--- src/rtl/l1_writeback_bus_master_if.sv ---
// Writeback bus bundle: two per-core L1 writeback request channels on the
// accept side and the registered flush pulse presented to the L2.
interface l1_writeback_bus_master_if;
    logic        wb0_valid;
    logic [31:0] wb0_address;
    logic [31:0] wb0_data;
    logic        wb0_ready;
    logic        wb1_valid;
    logic [31:0] wb1_address;
    logic [31:0] wb1_data;
    logic        wb1_ready;
    logic        l2_stall;
    logic        flush;
    logic [31:0] bus_address_out;
    logic [23:0] bus_tag_out;
    logic [31:0] bus_data_out;

    modport master (
        input  wb0_valid, wb0_address, wb0_data,
        output wb0_ready,
        input  wb1_valid, wb1_address, wb1_data,
        output wb1_ready,
        input  l2_stall,
        output flush, bus_address_out, bus_tag_out, bus_data_out
    );

    modport slave (
        output wb0_valid, wb0_address, wb0_data,
        input  wb0_ready,
        output wb1_valid, wb1_address, wb1_data,
        input  wb1_ready,
        output l2_stall,
        input  flush, bus_address_out, bus_tag_out, bus_data_out
    );
endinterface

--- src/rtl/l1_writeback_bus_master.sv ---
// L1->L2 writeback bus master: round-robin accept from two cores, a
// write-merging FIFO, and a two-state issue FSM that emits one flush pulse
// per buffered word.
module l1_writeback_bus_master #(
    parameter int FIFO_DEPTH = 4,
    parameter int CNT_W      = 16
) (
    input  logic                          clk,
    input  logic                          reset,
    l1_writeback_bus_master_if.master     bus,
    output logic [$clog2(FIFO_DEPTH):0]   fifo_count,
    output logic                          idle,
    output logic [CNT_W-1:0]              wb_issued
);
    localparam int PTR_W = $clog2(FIFO_DEPTH);
    localparam int CW    = PTR_W + 1;

    typedef enum logic {IDLE, SEND} state_t;

    state_t state, state_next;

    logic [29:0]      entry_addr [FIFO_DEPTH];
    logic [31:0]      entry_data [FIFO_DEPTH];
    logic             entry_core [FIFO_DEPTH];
    logic [PTR_W-1:0] head, tail;
    logic [CW-1:0]    count, count_next;
    logic             rr;

    logic             full, grant0, grant1, accept, pop, push_new;
    logic             in_core;
    logic [29:0]      in_addr;
    logic [31:0]      in_data;
    logic             merge_hit;
    logic [PTR_W-1:0] merge_idx;
    logic             unused_low_bits;

    // Word-address bits [1:0] carry no information on this bus.
    assign unused_low_bits = ^{bus.wb0_address[1:0], bus.wb1_address[1:0]};

    assign full     = (count == CW'(FIFO_DEPTH));
    assign pop      = (count != '0) && !bus.l2_stall;

    // Pick the single core allowed to hand over a word this cycle.
    always_comb begin
        grant0 = 1'b0;
        grant1 = 1'b0;
        if (bus.wb0_valid && bus.wb1_valid) begin
            if (rr) grant1 = 1'b1;
            else    grant0 = 1'b1;
        end else begin
            grant0 = bus.wb0_valid;
            grant1 = bus.wb1_valid;
        end
    end

    assign bus.wb0_ready = grant0 && !full;
    assign bus.wb1_ready = grant1 && !full;
    assign accept        = bus.wb0_ready || bus.wb1_ready;
    assign in_core       = bus.wb1_ready;
    assign in_addr       = bus.wb1_ready ? bus.wb1_address[31:2] : bus.wb0_address[31:2];
    assign in_data       = bus.wb1_ready ? bus.wb1_data : bus.wb0_data;

    // Search buffered entries (skipping a head leaving this cycle) for the same word.
    always_comb begin
        merge_hit = 1'b0;
        merge_idx = '0;
        for (int k = 0; k < FIFO_DEPTH; k++) begin
            if (!merge_hit && (CW'(k) < count) && !(pop && (k == 0))
                && (entry_addr[head + PTR_W'(k)] == in_addr)) begin
                merge_hit = 1'b1;
                merge_idx = head + PTR_W'(k);
            end
        end
    end

    assign push_new   = accept && !merge_hit;
    assign count_next = count + CW'(push_new) - CW'(pop);

    // FIFO storage, pointers, occupancy and round-robin pointer.
    always_ff @(posedge clk) begin
        if (reset) begin
            head  <= '0;
            tail  <= '0;
            count <= '0;
            rr    <= 1'b0;
        end else begin
            if (accept && merge_hit) begin
                entry_data[merge_idx] <= in_data;
                entry_core[merge_idx] <= in_core;
            end else if (accept) begin
                entry_addr[tail] <= in_addr;
                entry_data[tail] <= in_data;
                entry_core[tail] <= in_core;
                tail             <= tail + 1'b1;
            end
            if (pop) head <= head + 1'b1;
            count <= count_next;
            if (accept && (in_core == rr)) rr <= ~rr;
        end
    end

    // Bus output registers and issue counter load on every pop.
    always_ff @(posedge clk) begin
        if (reset) begin
            bus.bus_address_out <= '0;
            bus.bus_tag_out     <= '0;
            bus.bus_data_out    <= '0;
            wb_issued           <= '0;
        end else if (pop) begin
            bus.bus_address_out <= {entry_addr[head], 2'b00};
            bus.bus_tag_out     <= {entry_addr[head][29:7], entry_core[head]};
            bus.bus_data_out    <= entry_data[head];
            wb_issued           <= wb_issued + 1'b1;
        end
    end

    // Issue FSM state register.
    always_ff @(posedge clk) begin
        if (reset) state <= IDLE;
        else       state <= state_next;
    end

    // Issue FSM next state and flush pulse; a pop always lands in SEND.
    always_comb begin
        state_next = state;
        bus.flush  = 1'b0;
        case (state)
            IDLE: begin
                if (pop) state_next = SEND;
            end
            SEND: begin
                bus.flush  = 1'b1;
                state_next = pop ? SEND : IDLE;
            end
            default: state_next = IDLE;
        endcase
    end

    assign fifo_count = count;
    assign idle       = (count == '0) && (state == IDLE);
endmodule
--- src/flat_wrapper.sv ---
// flat-port wrapper written by rule: the top's interface ports become plain ports
module l1_writeback_bus_master_flat 
#(
    parameter int FIFO_DEPTH = 4,
    parameter int CNT_W      = 16
)
  (clk, reset, fifo_count, idle, wb_issued, bus_wb0_valid, bus_wb0_address, bus_wb0_data, bus_wb0_ready, bus_wb1_valid, bus_wb1_address, bus_wb1_data, bus_wb1_ready, bus_l2_stall, bus_flush, bus_bus_address_out, bus_bus_tag_out, bus_bus_data_out);
  l1_writeback_bus_master_if bus_i ();
  input  logic clk;
  input  logic reset;
  output logic [$clog2(FIFO_DEPTH):0] fifo_count;
  output logic idle;
  output logic [CNT_W-1:0] wb_issued;
  input wire logic [$bits(bus_i.wb0_valid)-1:0] bus_wb0_valid;
  input wire logic [$bits(bus_i.wb0_address)-1:0] bus_wb0_address;
  input wire logic [$bits(bus_i.wb0_data)-1:0] bus_wb0_data;
  output wire logic [$bits(bus_i.wb0_ready)-1:0] bus_wb0_ready;
  input wire logic [$bits(bus_i.wb1_valid)-1:0] bus_wb1_valid;
  input wire logic [$bits(bus_i.wb1_address)-1:0] bus_wb1_address;
  input wire logic [$bits(bus_i.wb1_data)-1:0] bus_wb1_data;
  output wire logic [$bits(bus_i.wb1_ready)-1:0] bus_wb1_ready;
  input wire logic [$bits(bus_i.l2_stall)-1:0] bus_l2_stall;
  output wire logic [$bits(bus_i.flush)-1:0] bus_flush;
  output wire logic [$bits(bus_i.bus_address_out)-1:0] bus_bus_address_out;
  output wire logic [$bits(bus_i.bus_tag_out)-1:0] bus_bus_tag_out;
  output wire logic [$bits(bus_i.bus_data_out)-1:0] bus_bus_data_out;
  assign bus_i.wb0_valid = bus_wb0_valid;
  assign bus_i.wb0_address = bus_wb0_address;
  assign bus_i.wb0_data = bus_wb0_data;
  assign bus_wb0_ready = bus_i.wb0_ready;
  assign bus_i.wb1_valid = bus_wb1_valid;
  assign bus_i.wb1_address = bus_wb1_address;
  assign bus_i.wb1_data = bus_wb1_data;
  assign bus_wb1_ready = bus_i.wb1_ready;
  assign bus_i.l2_stall = bus_l2_stall;
  assign bus_flush = bus_i.flush;
  assign bus_bus_address_out = bus_i.bus_address_out;
  assign bus_bus_tag_out = bus_i.bus_tag_out;
  assign bus_bus_data_out = bus_i.bus_data_out;
  l1_writeback_bus_master #(.FIFO_DEPTH(FIFO_DEPTH), .CNT_W(CNT_W)) u_core (.clk(clk), .reset(reset), .bus(bus_i), .fifo_count(fifo_count), .idle(idle), .wb_issued(wb_issued));
endmodule
--- config.mk ---
export PLATFORM = sky130hd
export DESIGN_NAME = l1_writeback_bus_master_flat
export DESIGN_NICKNAME = d
export VERILOG_FILES = /design/src/rtl/l1_writeback_bus_master_if.sv /design/src/rtl/l1_writeback_bus_master.sv /design/src/flat_wrapper.sv
export SDC_FILE = /design/constraint.sdc
export NUM_CORES = 1
export LEC_CHECK = 0
export CORE_AREA = 2 2 235 144
export CTS_BUF_LIST = sky130_fd_sc_hd__clkbuf_4 sky130_fd_sc_hd__clkbuf_8 sky130_fd_sc_hd__clkbuf_16
export CTS_CLUSTER_SIZE = 30
export DETAILED_ROUTE_END_ITERATION = 10
export DIE_AREA = 0 0 237 146
export PLACE_DENSITY = 0.81
export SETUP_SLACK_MARGIN = 0.1
export SLEW_MARGIN = 20
export SYNTH_ARGS = -nofsm -noshare
export SYNTH_HDL_FRONTEND = slang
export SYNTH_SLANG_ARGS = --single-unit
export TNS_END_PERCENT = 100
--- constraint.sdc ---
create_clock -name clk -period 7.8 [get_ports clk]
set_input_delay 0.78 -clock clk [delete_from_list [all_inputs] [get_ports clk]]
set_output_delay 0.78 -clock clk [all_outputs]
set_load 0.02 [all_outputs]
==> impl_results.md <==
* Worst R2R End: u_core.entry_data[2][0]
* Outcome: finished clean
* Final nets at 1830
* DIE AREA at 34600 µm²
* Pleak at 0.00743 µW
* Period utilisation layout at 77.2%
* Vias in the first global route at 12990
* Die H at roughly 150 µm
* Port buffer count at 237
* DR iter-0 viols at 1570
* Post-synthesis sequential area ratio at 52.0%
* Clock Latency Late Sink at just under 0.6 ns
* H-tree depth at 1
* Min Tclk post-route at approximately 6.0 ns
* DR vias at 13579
* Hold WS at 0.453 ns
* Clk root buf: clkbuf_16
* Hold Crit Class: register to register
* Cell taking the most area after synthesis: edfxtp_1
* Max-slew headroom at 21.3%
* First-pass GRT wire length at 76.6 mm
* Final instance area at approximately 22000 µm²
* Unique cell type count in the Yosys netlist at 66
* FFs w/ async S/R, synth at 0%
* Reg2Reg Depth at 12
* Largest net degree at the start of global routing at 123
* Share of cells above drive strength 1 at 14.6%
* Required @ worst endpoint at 8.01 ns
* Post-DR vias/cell at ~6.4
* FF+latch area at about 9400 µm²
* Synth top area share at 42.0%
* Max-slew violation count at 0
* Hold-fix buffers at CTS at 0
* Dpl hpwl at 34.5 mm
* EDFF count, synth at 252
* Worst Skew at 0.0109 ns
* Multi-input gate area at 7930 µm²
* Worst R2R Start: u_core.fifo_count[1]
* CTS tree: done
* Area grow syn2layout at 19.5%
* Core area at 32200 µm²
* I/O pins at 244
* Dominant synthesized flop cell: edfxtp_1
* F_max at approximately 170 MHz
* Row count at 51
* Critical path type: input pin to register
* Final global-route overflow total at 0
* Crit path DAT at roughly 6.2 ns
* Cts bufs inserted at 31
* Maximum clock path buffer count at 3
* R2r setup slk at around 2 ns
* Worst Slack Setup Final at between 1.5 and 2 ns
* Crit-path max FO at 40
* Number of antenna violations at the first check in global routing at 1
* Post-CTS Repair Setup Buffers at 0
* GRT Overall Usage at 29.0%
* RSZ-0062 raised after global routing: false
* Drt wl/cell at 23.9 µm
* Pwr Density at just under 300 nW/µm²
* Final Hold Viols at 0
* Setup TNS at 0 ns
* Clk slew on worst S/H paths at 0.06 ns
* Synth Instances at between 1500 and 2000
* Clk sinks at about 340
* Maximum VDD drop at 0.214 mV
* Filler cell count at 2325
* CP endpoint: u_core.entry_data[2][0]
* Placer Congestion at 0.927
* Warnings, synthesis at 0
* Final wirelength at 51.1 mm
* Setup violators final at 0
* Initial cell density of the core at 55.9%
* Post-synthesis cell area at 18000 µm²
* Dpl ws at 1.31 ns
* # DRC at 0
* Startpoint Class: input pin
* Placed cell area at 20500 µm²
* Worst Setup End Kind: register
* Synth area leaders: edfxtp_1 42%, mux4_2 12%, dfxtp_1 10%
* Post-cts gate resize count at 0
* TritonRoute pass-1 iters at 8
* Avg Inst Size Synth at 11.9 µm²
* Remaining antenna violation count at 0
* Max-cap viol count at 0
* Die X at 237 µm
* Most frequent cells in the layout: 275 x nand2_1, 252 x edfxtp_1, 236 x clkdlybuf4s50_1
* Most common cell after layout, fill and taps aside: nand2_1
* Synth Register Bits at 342
* Worst-margin pin slew at 1.17 ns
* Worst setup startpoint: bus_wb0_valid
==> routing by layer <==
layer	up-vias	track usage, %	part of all wire [%]
met3	110	10.6	13
met5	-	0	0.025
met4	2	6.46	2.2
li1	6018	-	-
met2	744	43.3	43
met1	6705	40.7	41
==> cells in the mapped netlist (21+ instances only) <==
library cell / instances
nand2_1: 275
edfxtp_1: 252
a21oi_1: 144
mux4_2: 93
dfxtp_1: 90
and3_1: 61
mux2i_1: 60
nor2_1: 45
xnor2_1: 45
mux2_2: 43
nand4_1: 39
buf_4: 36
clkbuf_1: 35
nor4_1: 29
buf_2: 27
xor2_1: 27
o31ai_1: 24
o21ai_0: 21
==> through the flow <==
step                      std cells  power (µW)  util, %
after global placement         2078        4530     63.6
final                          2136        6230     66.9
after detailed placement       2078        4600     63.6
after global routing           2135        6470     66.8
after floorplan                1515        3840        -
after CTS                      2135        6190     66.8
==> worst max-delay path, stage by stage <==
cell	delay, ns
clkdlybuf4s50_1	0.46
or2b_1	0.90
nand3_2	0.85
inv_2	0.26
buf_4	0.44
a21oi_2	0.15
xnor2_1	0.18
nor4_1	0.33
nand4_1	0.19
o31a_1	0.35
o41ai_2	0.35
o31ai_1	0.17
nor4_2	0.27
buf_4	0.49
==> where the power goes <==
group / switching [µW] / internal [µW] / total [µW] / leakage [µW]
logic: 1310 / 910 / 2220 / 0.00386
registers: 186 / 2220 / 2410 / 0.00304
clock network: 683 / 916 / 1600 / 0.000525
total: 2180 / 4050 / 6230 / 0.00743
==> how the worst min path moves through the flow <==
stage                           startpoint                     endpoint  slack [ns]  cells after the start
5_1_grt        u_core.bus.bus_data_out[16]  u_core.bus.bus_data_out[16]        0.47                      2
3_3_place_gp   u_core.bus.bus_data_out[27]  u_core.bus.bus_data_out[27]        0.44                      2
3_5_place_dp   u_core.bus.bus_data_out[20]  u_core.bus.bus_data_out[20]        0.45                      2
4_1_cts        u_core.bus.bus_data_out[20]  u_core.bus.bus_data_out[20]        0.46                      2
6_report       u_core.bus.bus_data_out[20]  u_core.bus.bus_data_out[20]        0.45                      2
2_1_floorplan                    u_core.rr                    u_core.rr        0.51                      1
==> cells by family after synthesis <==
group,count (synthesis),share of synthesized area [%]
AND/OR/NAND/NOR,514,14.0
flip-flops,342,52.0
AO/OA/AOI/OAI,238,7.93
multiplexers,196,17.6
buffers and inverters,141,4.16
XOR/XNOR,72,3.50
adder cells (fa/ha/maj),10,0.736
other,1,0.0208
==> final cells by class <==
class	instances	share of cell area [%]
clock inverter	21	1.09
sequential	342	43.5
antenna	1	0.0116
inverter	19	0.331
multi-input combinational	1032	36.8
tap	424	2.46
clock buffer	36	3.80
timing repair buffer	261	12.0
==> state kept, by name, summed over array words and instances (netlist names), named ones only <==
signal and count:
u_core.head 2, u_core.state 1, u_core.entry_data 128, u_core.bus.bus_tag_out 1, u_core.entry_core 4, u_core.bus.bus_data_out 32, u_core.wb_issued 16, u_core.fifo_count 3
u_core.tail 2, u_core.entry_addr 120, u_core.bus.bus_address_out 30, u_core.rr 1
(Power assumes the default switching activity.)
==> patch, RTL diff (config.mk and constraints unchanged) <==
`CNT_W` is set to 16 in 2 places; all go to 32.
--- a/src/rtl/l1_writeback_bus_master.sv
+++ b/src/rtl/l1_writeback_bus_master.sv
@@ -3,7 +3,7 @@
 // per buffered word.
 module l1_writeback_bus_master #(
     parameter int FIFO_DEPTH = 4,
-    parameter int CNT_W      = 16
+    parameter int CNT_W      = 32
 ) (
     input  logic                          clk,
     input  logic                          reset,
--- a/src/flat_wrapper.sv
+++ b/src/flat_wrapper.sv
@@ -2,7 +2,7 @@
 module l1_writeback_bus_master_flat 
 #(
     parameter int FIFO_DEPTH = 4,
-    parameter int CNT_W      = 16
+    parameter int CNT_W      = 32
 )
   (clk, reset, fifo_count, idle, wb_issued, bus_wb0_valid, bus_wb0_address, bus_wb0_data, bus_wb0_ready, bus_wb1_valid, bus_wb1_address, bus_wb1_data, bus_wb1_ready, bus_l2_stall, bus_flush, bus_bus_address_out, bus_bus_tag_out, bus_bus_data_out);
   l1_writeback_bus_master_if bus_i ();
Ports: changed (resized wb_issued); port bits go from 244 to 260. The function was not compared with the original's and may differ.
==> patch against the original RTL <==
- setup slack improved by 470 ps
- synthesized area increased by 4.8%
- synthesized cell count increased by 5.2%
- register-to-register slack better by 330 ps
- clock skew increased by 7.8 ps
- design area up 5.1%
- wire length up 4.8%
- non-clock buffer count up 20
- largest cell class unchanged
- critical endpoint is now u_core.entry_data[2][22]$_DFFE_PP_
- count of clock-buffer cells in the layout rose by 19
- power is 7.4% higher
- sequential cell count is 16 higher
==> patch: results (changes against the original RTL) <==
STA
  • Skew final: 18.8 ps (was 10.9 ps)
  • Slew @ Worst Pin: 1010 ps (was 1170 ps)
  • Fin Hold WS: 454 ps (was 453 ps)

Pwr
  • Pwr Density: 296 nW/um2 (was 289 nW/um2)
  • NetSw: 2.38 mW (was 2.18 mW)
  • Cell leakage power: 7.70 nW (was 7.43 nW)
  • VDD IR-drop max: 0.000164 V (was 0.000214 V)
  • Sequential share of power: 38.1% (was 38.7%)

Global routing
  • Largest net degree at the start of global routing: 106 (was 123)
  • Vias in the first global route: 13900 (was 13000)
  • Global-route wire length before repair: 81700 um (was 76600 um)
  • Gr usage total: 30.8% (was 29.0%)

Routing
  • Initial drt markers: 2045 (was 1570)
  • Drt pass-1 iters: 10 (was 8)
  • Via count: 14500 (was 13600)
  • Via/cell ratio: 6.49 (was 6.36)
  • Mean routed wirelength per cell: 23.9 um (about the same)

Critical path
  • CP max stage cell: nand2b_2 (was or2b_1)
  • R2r worst-path depth: 11 (was 12)
  • Flop2flop setup slack: 2370 ps (was 2040 ps)
  • Reg2reg start: u_core.head[1]$_SDFFE_PP0P_ (was u_core.fifo_count[1]$_SDFF_PP0_)

Finish
  • Fill count: 2212 (was 2325)
  • Antenna diode count: 0 (was 1)
  • Final net count: 1931 (was 1830)

Clock network
  • CTS Buf Count: 35 (was 31)
  • Worst skew pair latency: 540 ps (was 580 ps)

Outcome
  • Status: finished clean (unchanged)

Place
  • Placement Setup Slack: 1720 ps (was 1310 ps)
  • Placer congestion estimate: 0.961 (was 0.927)
  • Cell count after placement: 2174 (was 2078)
  • Placed inst area: 21500 um2 (was 20500 um2)
  • PortBufs: 253 (was 237)

Synthesis
  • Post-Synth Adder-Cell Area: 0.702% (was 0.736%)
  • Mux cell area share after synthesis: 17.2% (was 17.6%)
  • Leading cell types by count after synthesis: nand2_1 (274), edfxtp_1 (252), a21oi_1 (166) (was nand2_1 (275), edfxtp_1 (252), a21oi_1 (144))
  • XOR/XNOR Fraction of Synth Area: 2.83% (was 3.50%)
  • Syn_area_per_cell: 11.9 um2 (about the same)
  • Synth top area cells: edfxtp_1 (40%), mux4_2 (13%), dfxtp_1 (11%) (was edfxtp_1 (42%), mux4_2 (12%), dfxtp_1 (10%))
-- patch: changes by cell type after synthesis, sizes merged, moves of 8 or more --
cell,delta
xnor2,-14
nor2,+13
and3,+16
mux4,+13
mux2,-12
mux2i,-9
a21oi,+23
a211oi,+8
or3,+8
and2,-13
dfxtp,+16
o21ai,-9
-- patch: cell families after synthesis --
group | count (synthesis)
simple gates | 561
compound gates | 268
xor+xnor | 61
fa+ha+maj | 10
buf+inv | 145
mux | 188
other cells | 1
flops | 358
-- patch: layout make-up --
cell class	count	area, um2	share of cell area [%]
well taps	424	531	2.34
repair buffers	281	2760	12.2
clock inverters	9	55.1	0.243
inverters	22	82.6	0.365
clock buffers	55	1040	4.59
multi-input cells	1090	8470	37.4
flip-flops and latches	358	9700	42.8
-- patch: per-layer routing --
metal	vias to the layer above	global-route usage, %	share of wire, %	wire length, um
met2	869	47.2	45	24200
li1	6415	-	-	-
met5	-	0	0	0
met3	118	8.06	12	6220
met4	0	8.77	2.8	1480
met1	7130	43.6	40	21700
